==> config.mk <==
export PLATFORM = sky130hd
export DESIGN_NAME = program_counter
export DESIGN_NICKNAME = d
export VERILOG_FILES = /design/src/rtl/gates_pkg.sv /design/src/rtl/gates_lib.sv /design/src/rtl/program_counter_bit_cell.sv /design/src/rtl/program_counter.sv
export SDC_FILE = /design/constraint.sdc
export NUM_CORES = 1
export LEC_CHECK = 0
export ABC_CLOCK_PERIOD_IN_PS = 3600
export BUFFER_PORTS_ARGS = -buffer_cell sky130_fd_sc_hd__buf_2
export CAP_MARGIN = 10
export CORE_ASPECT_RATIO = 1.5
export CORE_MARGIN = 2
export CORE_UTILIZATION = 45
export DETAILED_ROUTE_END_ITERATION = 12
export GPL_TIMING_DRIVEN = 1
export PLACE_DENSITY = 0.77
export SLEW_MARGIN = 10
export SYNTH_ARGS = -nofsm -noshare
export SYNTH_HDL_FRONTEND = slang
export SYNTH_SLANG_ARGS = --single-unit
==> constraint.sdc <==
create_clock -name clk -period 3.6 [get_ports clk]
set_clock_uncertainty 0.15 [all_clocks]
set_input_delay 0.54 -clock clk [delete_from_list [all_inputs] [get_ports clk]]
set_output_delay 0.54 -clock clk [all_outputs]
set_load 0.05 [all_outputs]
==> src/rtl/gates_pkg.sv <==
// gates_pkg
// Shared constants for the gate-level datapath.
//   PC_WIDTH          default program-counter width
//   PC_RESET          default program-counter reset/clear value
//   PC_PRI_*          control priority ranks (higher rank wins); the decode
//                     stage uses the same ordering
//   pc_op_e           resolved per-edge operation
//   pc_resolve_op()   collapses the raw control bits into one operation
package gates_pkg;

    localparam int                  PC_WIDTH = 16;
    localparam logic [PC_WIDTH-1:0] PC_RESET = 16'h0000;

    localparam int PC_PRI_CLR  = 3;
    localparam int PC_PRI_LOAD = 2;
    localparam int PC_PRI_INC  = 1;
    localparam int PC_PRI_HOLD = 0;

    typedef enum logic [1:0] {
        PC_OP_HOLD = 2'd0,
        PC_OP_INC  = 2'd1,
        PC_OP_LOAD = 2'd2,
        PC_OP_CLR  = 2'd3
    } pc_op_e;

    function automatic pc_op_e pc_resolve_op(input logic clr, input logic load,
                                             input logic inc);
        pc_op_e op;
        op = PC_OP_HOLD;
        if (clr)       op = PC_OP_CLR;
        else if (load) op = PC_OP_LOAD;
        else if (inc)  op = PC_OP_INC;
        return op;
    endfunction

endpackage

==> src/rtl/gates_lib.sv <==


module sAND (
    input  logic a,
    input  logic b,
    output logic y
);
    assign y = a & b;
endmodule


module sXOR (
    input  logic a,
    input  logic b,
    output logic y
);
    assign y = a ^ b;
endmodule

module sMUX (
    input  logic a,
    input  logic b,
    input  logic sel,
    output logic y
);
    assign y = sel ? a : b;
endmodule

==> src/rtl/program_counter_bit_cell.sv <==
// pc_bit_cell
// One bit of the program counter: half-adder, three-level select cascade and
// the storage flop.
//   clk, rst_n   clock and asynchronous active-low reset
//   i_in         load data bit
//   i_load       load select
//   i_inc        increment select
//   i_clr        synchronous clear select
//   i_carry      carry from the bit below (1 for bit 0)
//   o_carry      carry to the bit above
//   o_q          registered bit value
module pc_bit_cell #(
    parameter logic RESET_BIT = 1'b0
) (
    input  logic clk,
    input  logic rst_n,
    input  logic i_in,
    input  logic i_load,
    input  logic i_inc,
    input  logic i_clr,
    input  logic i_carry,
    output logic o_carry,
    output logic o_q
);

    logic r_q;
    logic w_sum;
    logic w_lvl1;
    logic w_lvl2;
    logic w_next;

    sXOR u_sum   (.a(r_q), .b(i_carry), .y(w_sum));
    sAND u_carry (.a(r_q), .b(i_carry), .y(o_carry));

    // Lowest-priority control sits nearest the adder so that clr, at the
    // last level, overrides everything below it.
    sMUX u_mux_inc  (.a(w_sum),     .b(r_q),    .sel(i_inc),  .y(w_lvl1));
    sMUX u_mux_load (.a(i_in),      .b(w_lvl1), .sel(i_load), .y(w_lvl2));
    sMUX u_mux_clr  (.a(RESET_BIT), .b(w_lvl2), .sel(i_clr),  .y(w_next));

    always_ff @(posedge clk or negedge rst_n) begin
        if (!rst_n) r_q <= RESET_BIT;
        else        r_q <= w_next;
    end

    assign o_q = r_q;

endmodule

==> src/rtl/program_counter.sv <==
// program_counter
// Registered WIDTH-bit program counter with clr > load > inc > hold priority
// and a one-cycle wrap pulse after an increment from all-ones.
//   clk    rising-edge clock
//   rst_n  asynchronous active-low reset
//   in     address to load
//   load   load `in` at next edge
//   inc    increment at next edge
//   clr    synchronous clear to RESET_VALUE
//   out    current count (registered)
//   wrap   registered rollover flag
module program_counter
    import gates_pkg::*;
#(
    parameter int               WIDTH       = PC_WIDTH,
    parameter logic [WIDTH-1:0] RESET_VALUE = WIDTH'(PC_RESET)
) (
    input  logic             clk,
    input  logic             rst_n,
    input  logic [WIDTH-1:0] in,
    input  logic             load,
    input  logic             inc,
    input  logic             clr,
    output logic [WIDTH-1:0] out,
    output logic             wrap
);

    logic [WIDTH:0]   w_carry;
    logic [WIDTH-1:0] w_q;
    logic             w_wrap_lvl1;
    logic             w_wrap_lvl2;
    logic             w_wrap_next;
    logic             r_wrap;

    assign w_carry[0] = 1'b1;

    generate
        for (genvar gi = 0; gi < WIDTH; gi++) begin : g_bit
            pc_bit_cell #(
                .RESET_BIT (RESET_VALUE[gi])
            ) u_cell (
                .clk     (clk),
                .rst_n   (rst_n),
                .i_in    (in[gi]),
                .i_load  (load),
                .i_inc   (inc),
                .i_clr   (clr),
                .i_carry (w_carry[gi]),
                .o_carry (w_carry[gi+1]),
                .o_q     (w_q[gi])
            );
        end
    endgenerate

    // The top carry is high whenever the count is all-ones, increment or not,
    // so it only reaches the wrap flop when the edge actually increments.
    sMUX u_wrap_inc  (.a(w_carry[WIDTH]), .b(1'b0),        .sel(inc),  .y(w_wrap_lvl1));
    sMUX u_wrap_load (.a(1'b0),           .b(w_wrap_lvl1), .sel(load), .y(w_wrap_lvl2));
    sMUX u_wrap_clr  (.a(1'b0),           .b(w_wrap_lvl2), .sel(clr),  .y(w_wrap_next));

    always_ff @(posedge clk or negedge rst_n) begin
        if (!rst_n) r_wrap <= 1'b0;
        else        r_wrap <= w_wrap_next;
    end

    assign out  = w_q;
    assign wrap = r_wrap;

endmodule

==> results.sh, run 1 <==
export IMPL_portBuffers=37
export IMPL_synth_xor_area_frac=0.00736
export IMPL_setup_viol=0
export IMPL_synthesis_nets=140
export IMPL_muxShareOfSynthArea=0.126
export IMPL_clock_power_share=0.223
export IMPL_cp_max_fo=2
export IMPL_synthCells=104
export IMPL_syn_avg_cell_area_um2=11.4
export IMPL_synth_seq_area_share=0.358
export IMPL_syn_area_um2=1190
export IMPL_initial_utilization=0.480
export IMPL_nets=163
export IMPL_gp_congestion=0.800
export IMPL_vias=831
export IMPL_finalHoldViolations=0
export IMPL_synth_compound_area_share=0.114
export IMPL_hold_buffers=0
export IMPL_min_delay_path_class="input port to async pin"
export IMPL_first_pass_iters=3
export IMPL_grt_max_degree=19
export IMPL_endpoint_kind="flip-flop"
export IMPL_insertion_delay_ns=0.29
export IMPL_p_sw_mw=0.161
export IMPL_p_leak_nw=0.682
export IMPL_synthAdderAreaFrac=0.158
export IMPL_p_total_mw=0.455
export IMPL_dr_first_iter_drc_count=6
export IMPL_cts_sinks=17
export IMPL_cp_slowest_cell="dfrtp_1"
export IMPL_pwr_share_comb=0.297
export IMPL_cts_tree="done"
export IMPL_pwr_share_seq=0.480
export IMPL_grt_pass1_wl_um=3420
export IMPL_clk_pin_slew_ns=0.10
export IMPL_viasPerCell=5.54
export IMPL_relSlewSlack=0.676
export IMPL_cts_htree_levels=1
export IMPL_synth_top_family_by_area="adder cells"
export IMPL_finish_utilization=0.578
export IMPL_ir_drop_mv=0.214
export IMPL_grt_overflow=0
export IMPL_drive_gt1_frac=0.492
export IMPL_fmax_ghz=0.286
export IMPL_cts_path_max_buffers=2
export IMPL_max_cap_viol_count=0
export IMPL_synth_cell_type_count=16
export IMPL_status="completed"
export IMPL_fin_crit_sh=0.973
export IMPL_worstPathRequired_ns=3.64
export IMPL_crit_type="flip-flop to flip-flop"
export IMPL_cts_root_buf="clkbuf_4"
export IMPL_antenna_cells=0
export IMPL_wl_um=2180
export IMPL_slowest_delay_ns=0.40
export IMPL_final_antenna_net_count=0
export IMPL_antenna_found_initial=0
export IMPL_setup_ws_ns=0.0983
export IMPL_die_area_um2=3080
export IMPL_crit_chain="ha_2 > ha_4 > ha_4 > ha_4 > ha_4 > ha_4 > ha_4 > ha_2 > ha_2 > ha_2 > ha_4 > ha_4 > ha_4 > ha_4 > ha_4 > mux2i_1 > a211oi_1"
export IMPL_switching_share=0.353
export IMPL_path_delay_family="adder cells"
export IMPL_p_per_area_nw_per_um2=318
export IMPL_pin_count=38
export IMPL_yosys_area_share_simple=0.0925
export IMPL_die_w_um=46.0
export IMPL_startpoint_type="flip-flop"
export IMPL_fillers=226
export IMPL_whs_ns=0.00700
export IMPL_crit_top_cell="ha_4"
export IMPL_grt_total_usage=0.149
export IMPL_yosys_register_bits=17
export IMPL_num_rows=22
export IMPL_wl_per_cell_um=14.6
export IMPL_coreArea_um2=2480
export IMPL_slew_viol_final=0
export IMPL_multi_input_area_um2=739
export IMPL_worstMarginPinSlew_ns=0.486
export IMPL_dpl_hpwl_um=1560
export IMPL_cp_num_buf_inv=0
export IMPL_cts_buffers=3
export IMPL_cp_arrival_ns=3.54
export IMPL_regArea_um2=425
export IMPL_drc=0
export IMPL_die_y_um=67.0
export IMPL_min_period_ns=3.50
export IMPL_grt_pass1_vias=780
export IMPL_yosysWarningCount=0
export IMPL_dpl_worst_slack_ns=-0.165
export IMPL_intPower_mw=0.294
export IMPL_synthToLayoutAreaGrowth_pct=20.4
==> synthesized netlist by cell type (all sizes together) <==
cell,instances,area share
buf,20,0.13
nor4bb,1,0.0084
clkbuf,2,0.0074
nor2b,16,0.084
inv,1,0.0032
a211oi,16,0.11
xnor2,1,0.0074
dfrtp,17,0.36
mux2i,15,0.13
ha,15,0.16
==> sequential cells by signal, summed over array words and instances (netlist names) <==
register	count
wrap	1
g_bit.u_cell.o_q	16
==> cell type report <==
class	instances	area share
clock buffer	4	0.0183
sequential	17	0.297
multi-input combinational	64	0.516
tap	24	0.0210
inverter	1	0.00262
timing repair buffer	40	0.145
==> worst paths after layout <==
| kind | to | cells after the start | from | slack [ns] |
|---|---|---|---|---|
| max | g_bit[15].u_cell.o_q | 17 | g_bit[1].u_cell.o_q | 0.1 |
| min | g_bit[7].u_cell.o_q | 1 | rst_n | 0.007 |
| min reg2reg | g_bit[9].u_cell.o_q | 2 | g_bit[9].u_cell.o_q | 0.52 |
| max in group asynchronous | g_bit[3].u_cell.o_q | 1 | rst_n | 3.01 |
| min in group clk | g_bit[10].u_cell.o_q | 3 | in[10] | 0.38 |
| max reg2reg | g_bit[15].u_cell.o_q | 17 | g_bit[1].u_cell.o_q | 0.1 |
==> repair_timing <==
| action | CTS | global route |
|---|---|---|
| endpoints found under the hold margin | 0 | 0 |
| buffers inserted | 0 | 1 |
| pin swaps | 5 | 2 |
| endpoints found under the setup margin | 3 | 1 |
| gates resized for setup | 11 | 5 |
==> metal layers <==
layer	up-vias	share of wire	global-route usage
li1	403	-	-
met1	402	0.43	0.201
met2	22	0.51	0.234
met3	4	0.045	0.0325
met4	0	0.011	0.0429
met5	-	0	0
==> metrics by stage <==
stage | instance area (µm²) | instances | setup TNS [ns]
floorplan | 1210 | 104 | 0
global placement | 1270 | 145 | -0.107
detailed placement | 1270 | 145 | -0.165
CTS | 1370 | 149 | 0
global route | 1430 | 150 | -0.00965
finish | 1430 | 150 | 0
==> cells in the final DEF (no fill, tap or decap), drive strengths merged <==
master,Yosys,final
ha,15,15
dfrtp,17,17
nor2b,16,16
xnor2,1,1
mux2i,15,15
inv,1,1
buf,20,40
nor4bb,1,1
clkbuf,2,4
a211oi,16,16
==> power groups by stage <==
stage                     combinational, mW  sequential [mW]  clock, mW
after floorplan                       0.116            0.216          0
after global placement                0.130            0.217          0
after detailed placement              0.132            0.218          0
after CTS                             0.135            0.217      0.103
after global routing                  0.148            0.220      0.115
final                                 0.135            0.218      0.102
==> cell families after synthesis <==
group | after synthesis
flip-flops | 17
XOR/XNOR | 1
AND/OR/NAND/NOR | 17
adder cells (fa/ha/maj) | 15
AO/OA/AOI/OAI | 16
buffers and inverters | 23
multiplexers | 15
No activity file was read; power rests on OpenSTA's default activity.
==> inputs of run 2 (changes only) <==
--- a/config.mk
+++ b/config.mk
@@ -5,15 +5,15 @@
 export SDC_FILE = /design/constraint.sdc
 export NUM_CORES = 1
 export LEC_CHECK = 0
+export ABC_AREA = 1
 export ABC_CLOCK_PERIOD_IN_PS = 3600
 export BUFFER_PORTS_ARGS = -buffer_cell sky130_fd_sc_hd__buf_2
 export CAP_MARGIN = 10
 export CORE_ASPECT_RATIO = 1.5
-export CORE_MARGIN = 2
-export CORE_UTILIZATION = 45
+export CORE_UTILIZATION = 46
 export DETAILED_ROUTE_END_ITERATION = 12
 export GPL_TIMING_DRIVEN = 1
-export PLACE_DENSITY = 0.77
+export PLACE_DENSITY = 0.78
 export SLEW_MARGIN = 10
 export SYNTH_ARGS = -nofsm -noshare
 export SYNTH_HDL_FRONTEND = slang
==> constraint.sdc (replaced) <==
create_clock -name clk -period 3.6 [get_ports clk]
set_clock_uncertainty 0.15 [all_clocks]
set_input_delay 0.18 -clock clk [delete_from_list [all_inputs] [get_ports clk]]
set_output_delay 0.18 -clock clk [all_outputs]
set_load 0.05 [all_outputs]
==> results.sh, run 2 <==
export IMPL_synth_cell_type_count=15
export IMPL_slew_viol_final=0
export IMPL_layout_commonest_cell="nand2_1"
export IMPL_yosys_register_bits=17
export IMPL_startpoint_type="flip-flop"
export IMPL_postSynth_asyncResetShare=1.00
export IMPL_cts_path_max_buffers=2
export IMPL_synthesis_nets=191
export IMPL_grt_max_degree=21
export IMPL_ir_drop_mv=0.238
export IMPL_cts_root_buf="clkbuf_4"
export IMPL_p_total_mw=0.442
export IMPL_synth_ff_type="dfrtp_1"
export IMPL_cts_htree_levels=1
export IMPL_viasPerCell=5.00
export IMPL_cp_arrival_ns=3.59
export IMPL_clk_pin_slew_ns=0.10
export IMPL_status="completed"
export IMPL_min_period_ns=3.51
export IMPL_drive_gt1_frac=0.402
export IMPL_portBuffers=37
export IMPL_layout_common_cells="nand2_1, buf_2, dfrtp_1, nand3_1, nand2_2"
export IMPL_crit_chain="ha_2 > ha_2 > ha_2 > ha_2 > ha_2 > ha_2 > ha_2 > ha_2 > ha_4 > ha_4 > ha_4 > ha_4 > ha_4 > ha_4 > ha_4 > nand2_1 > nand2_1 > nand2_1 > nand2_1"
export IMPL_wl_met2_um=1440
export IMPL_netlist_top_cells_count="nand2_1, buf_4, dfrtp_1"
export IMPL_cp_max_fo=2
export IMPL_grt_pass1_vias=1050
export IMPL_postLayoutCellArea_um2=1470
export IMPL_synth_edf_count=0
export IMPL_vias=1074
export IMPL_yosys_area_top_type="dfrtp_1"
export IMPL_cts_sinks=17
export IMPL_syn_avg_cell_area_um2=8.05
export IMPL_wl_met3_um=124
export IMPL_syn_area_um2=1250
export IMPL_wl_um=2740
export IMPL_cp_slowest_cell="dfrtp_1"
export IMPL_slowest_delay_ns=0.40
export IMPL_first_pass_iters=4
export IMPL_cts_tree="done"
export IMPL_wl_met1_um=1130
export IMPL_grt_overflow=0
export IMPL_antenna_found_initial=0
export IMPL_relSlewSlack=0.642
export IMPL_dr_first_iter_drc_count=41
export IMPL_die_y_um=65.8
export IMPL_coreArea_um2=2500
export IMPL_drc=0
export IMPL_fillers=228
export IMPL_place_area_um2=1340
export IMPL_final_antenna_net_count=0
export IMPL_synthToLayoutAreaGrowth_pct=18.2
export IMPL_gp_congestion=0.761
export IMPL_grt_pass1_wl_um=4420
export IMPL_p_leak_nw=0.857
export IMPL_yosysWarningCount=0
export IMPL_wl_per_cell_um=12.7
export IMPL_synth_seq_area_share=0.341
export IMPL_crit_top_cell="ha_2"
export IMPL_finalHoldViolations=0
export IMPL_crit_type="flip-flop to flip-flop"
export IMPL_nets=216
export IMPL_setup_viol=0
export IMPL_initial_utilization=0.498
export IMPL_synthTopCellsByArea="dfrtp_1, nand2_1, ha_1"
export IMPL_cts_buffers=3
export IMPL_die_w_um=44.5
export IMPL_num_rows=22
export IMPL_synthCells=155
export IMPL_final_cells=215
export IMPL_synth_most_common_cell="nand2_1"
export IMPL_die_area_um2=2930
export IMPL_setup_tns_final_ns=0
export IMPL_max_cap_viol_count=0
export IMPL_top_layer_used="met4"
export IMPL_worstMarginPinSlew_ns=0.537
export IMPL_min_delay_path_class="input port to flip-flop"
export IMPL_p_per_area_nw_per_um2=300
export IMPL_antenna_cells=0
export IMPL_dpl_hpwl_um=1880
export IMPL_worstPathRequired_ns=3.68
export IMPL_place_inst=209
export IMPL_endpoint_kind="flip-flop"
export IMPL_fin_crit_sh=0.974
export IMPL_grt_total_usage=0.203
export IMPL_fmax_ghz=0.285
export IMPL_netlist_area_leader_share=0.341
export IMPL_finish_utilization=0.588
export IMPL_insertion_delay_ns=0.28
export IMPL_pin_count=38
export IMPL_largest_reg_flops=16
run 2: changes by cell type after synthesis, moves of 10 or more:
| cell | before | now |
|---|---|---|
| nand2_2 | 0 | 10 |
| nand3_1 | 0 | 16 |
| nand2_1 | 0 | 68 |
| a211oi_1 | 13 | 0 |
| mux2i_1 | 15 | 0 |
| nor2b_1 | 16 | 0 |
run 2: final timing paths:
| kind | from | endpoint | slack, ns | cells after the start |
|---|---|---|---|---|
| worst max-delay path | g_bit[0].u_cell.o_q | g_bit[15].u_cell.o_q | 0.09 | 19 |
| worst min-delay path | inc | wrap | 0.02 | 2 |
| worst max register to register | g_bit[0].u_cell.o_q | g_bit[15].u_cell.o_q | 0.09 | 19 |
| worst min register to register | g_bit[5].u_cell.o_q | g_bit[5].u_cell.o_q | 0.41 | 2 |
| max in group asynchronous | rst_n | g_bit[9].u_cell.o_q | 2.81 | 2 |
| min in group asynchronous | rst_n | wrap | 0.20 | 2 |
run 2: stage by stage:
stage	setup WS (ns)	hold slack, ns
2_1_floorplan	0.00607	-0.266
3_3_place_gp	-0.0722	-0.0195
3_5_place_dp	-0.162	-0.0199
4_1_cts	0.0359	0.0148
5_1_grt	-0.00835	0.0181
6_report	0.0935	0.0195
run 2: logic make-up (layout without fill, tap and decap cells):
family / Yosys count / in the layout / synth area share
AND/OR/NAND/NOR: 98 / 98 / 0.352
flip-flops: 17 / 17 / 0.341
adder cells (fa/ha/maj): 15 / 15 / 0.150
AO/OA/AOI/OAI: 1 / 1 / 0.00401
buffers and inverters: 24 / 48 / 0.152
run 2: final cells by class:
class,count,area [µm²],area share
Clock buffer,4,26.3,0.0178
Inverter,2,12.5,0.00849
Tap cell,36,45.0,0.0306
Multi-Input combinational cell,114,739,0.502
Sequential cell,17,425,0.289
Timing Repair Buffer,42,225,0.153
run 2: report_power, final:
part / total [mW] / switching, mW / leakage (nW) / internal (mW)
sequential: 0.212 / 0.0109 / 0.229 / 0.201
combinational: 0.127 / 0.0874 / 0.613 / 0.0396
clock: 0.103 / 0.0597 / 0.0150 / 0.0430
run 2: repair_timing:
item,CTS,global route
setup buffers,1,0
gates resized for setup,7,6
pin swaps,2,1
cloned,0,0
setup endpoints to repair,2,1
endpoints found under the hold margin,17,0
hold buffers,1,0
run 2: critical path: cells and delay by family, from the launching register on:
family | cells | cell delay [ns]
fa+ha+maj | 15 | 2.64
simple gates | 4 | 0.26
flops | 1 | 0.40
run 2: per-layer routing:
layer,global-route usage,up-vias
li1,-,526
met1,0.247,506
met2,0.347,38
met3,0.0273,4
met4,0.0871,0
met5,0,-
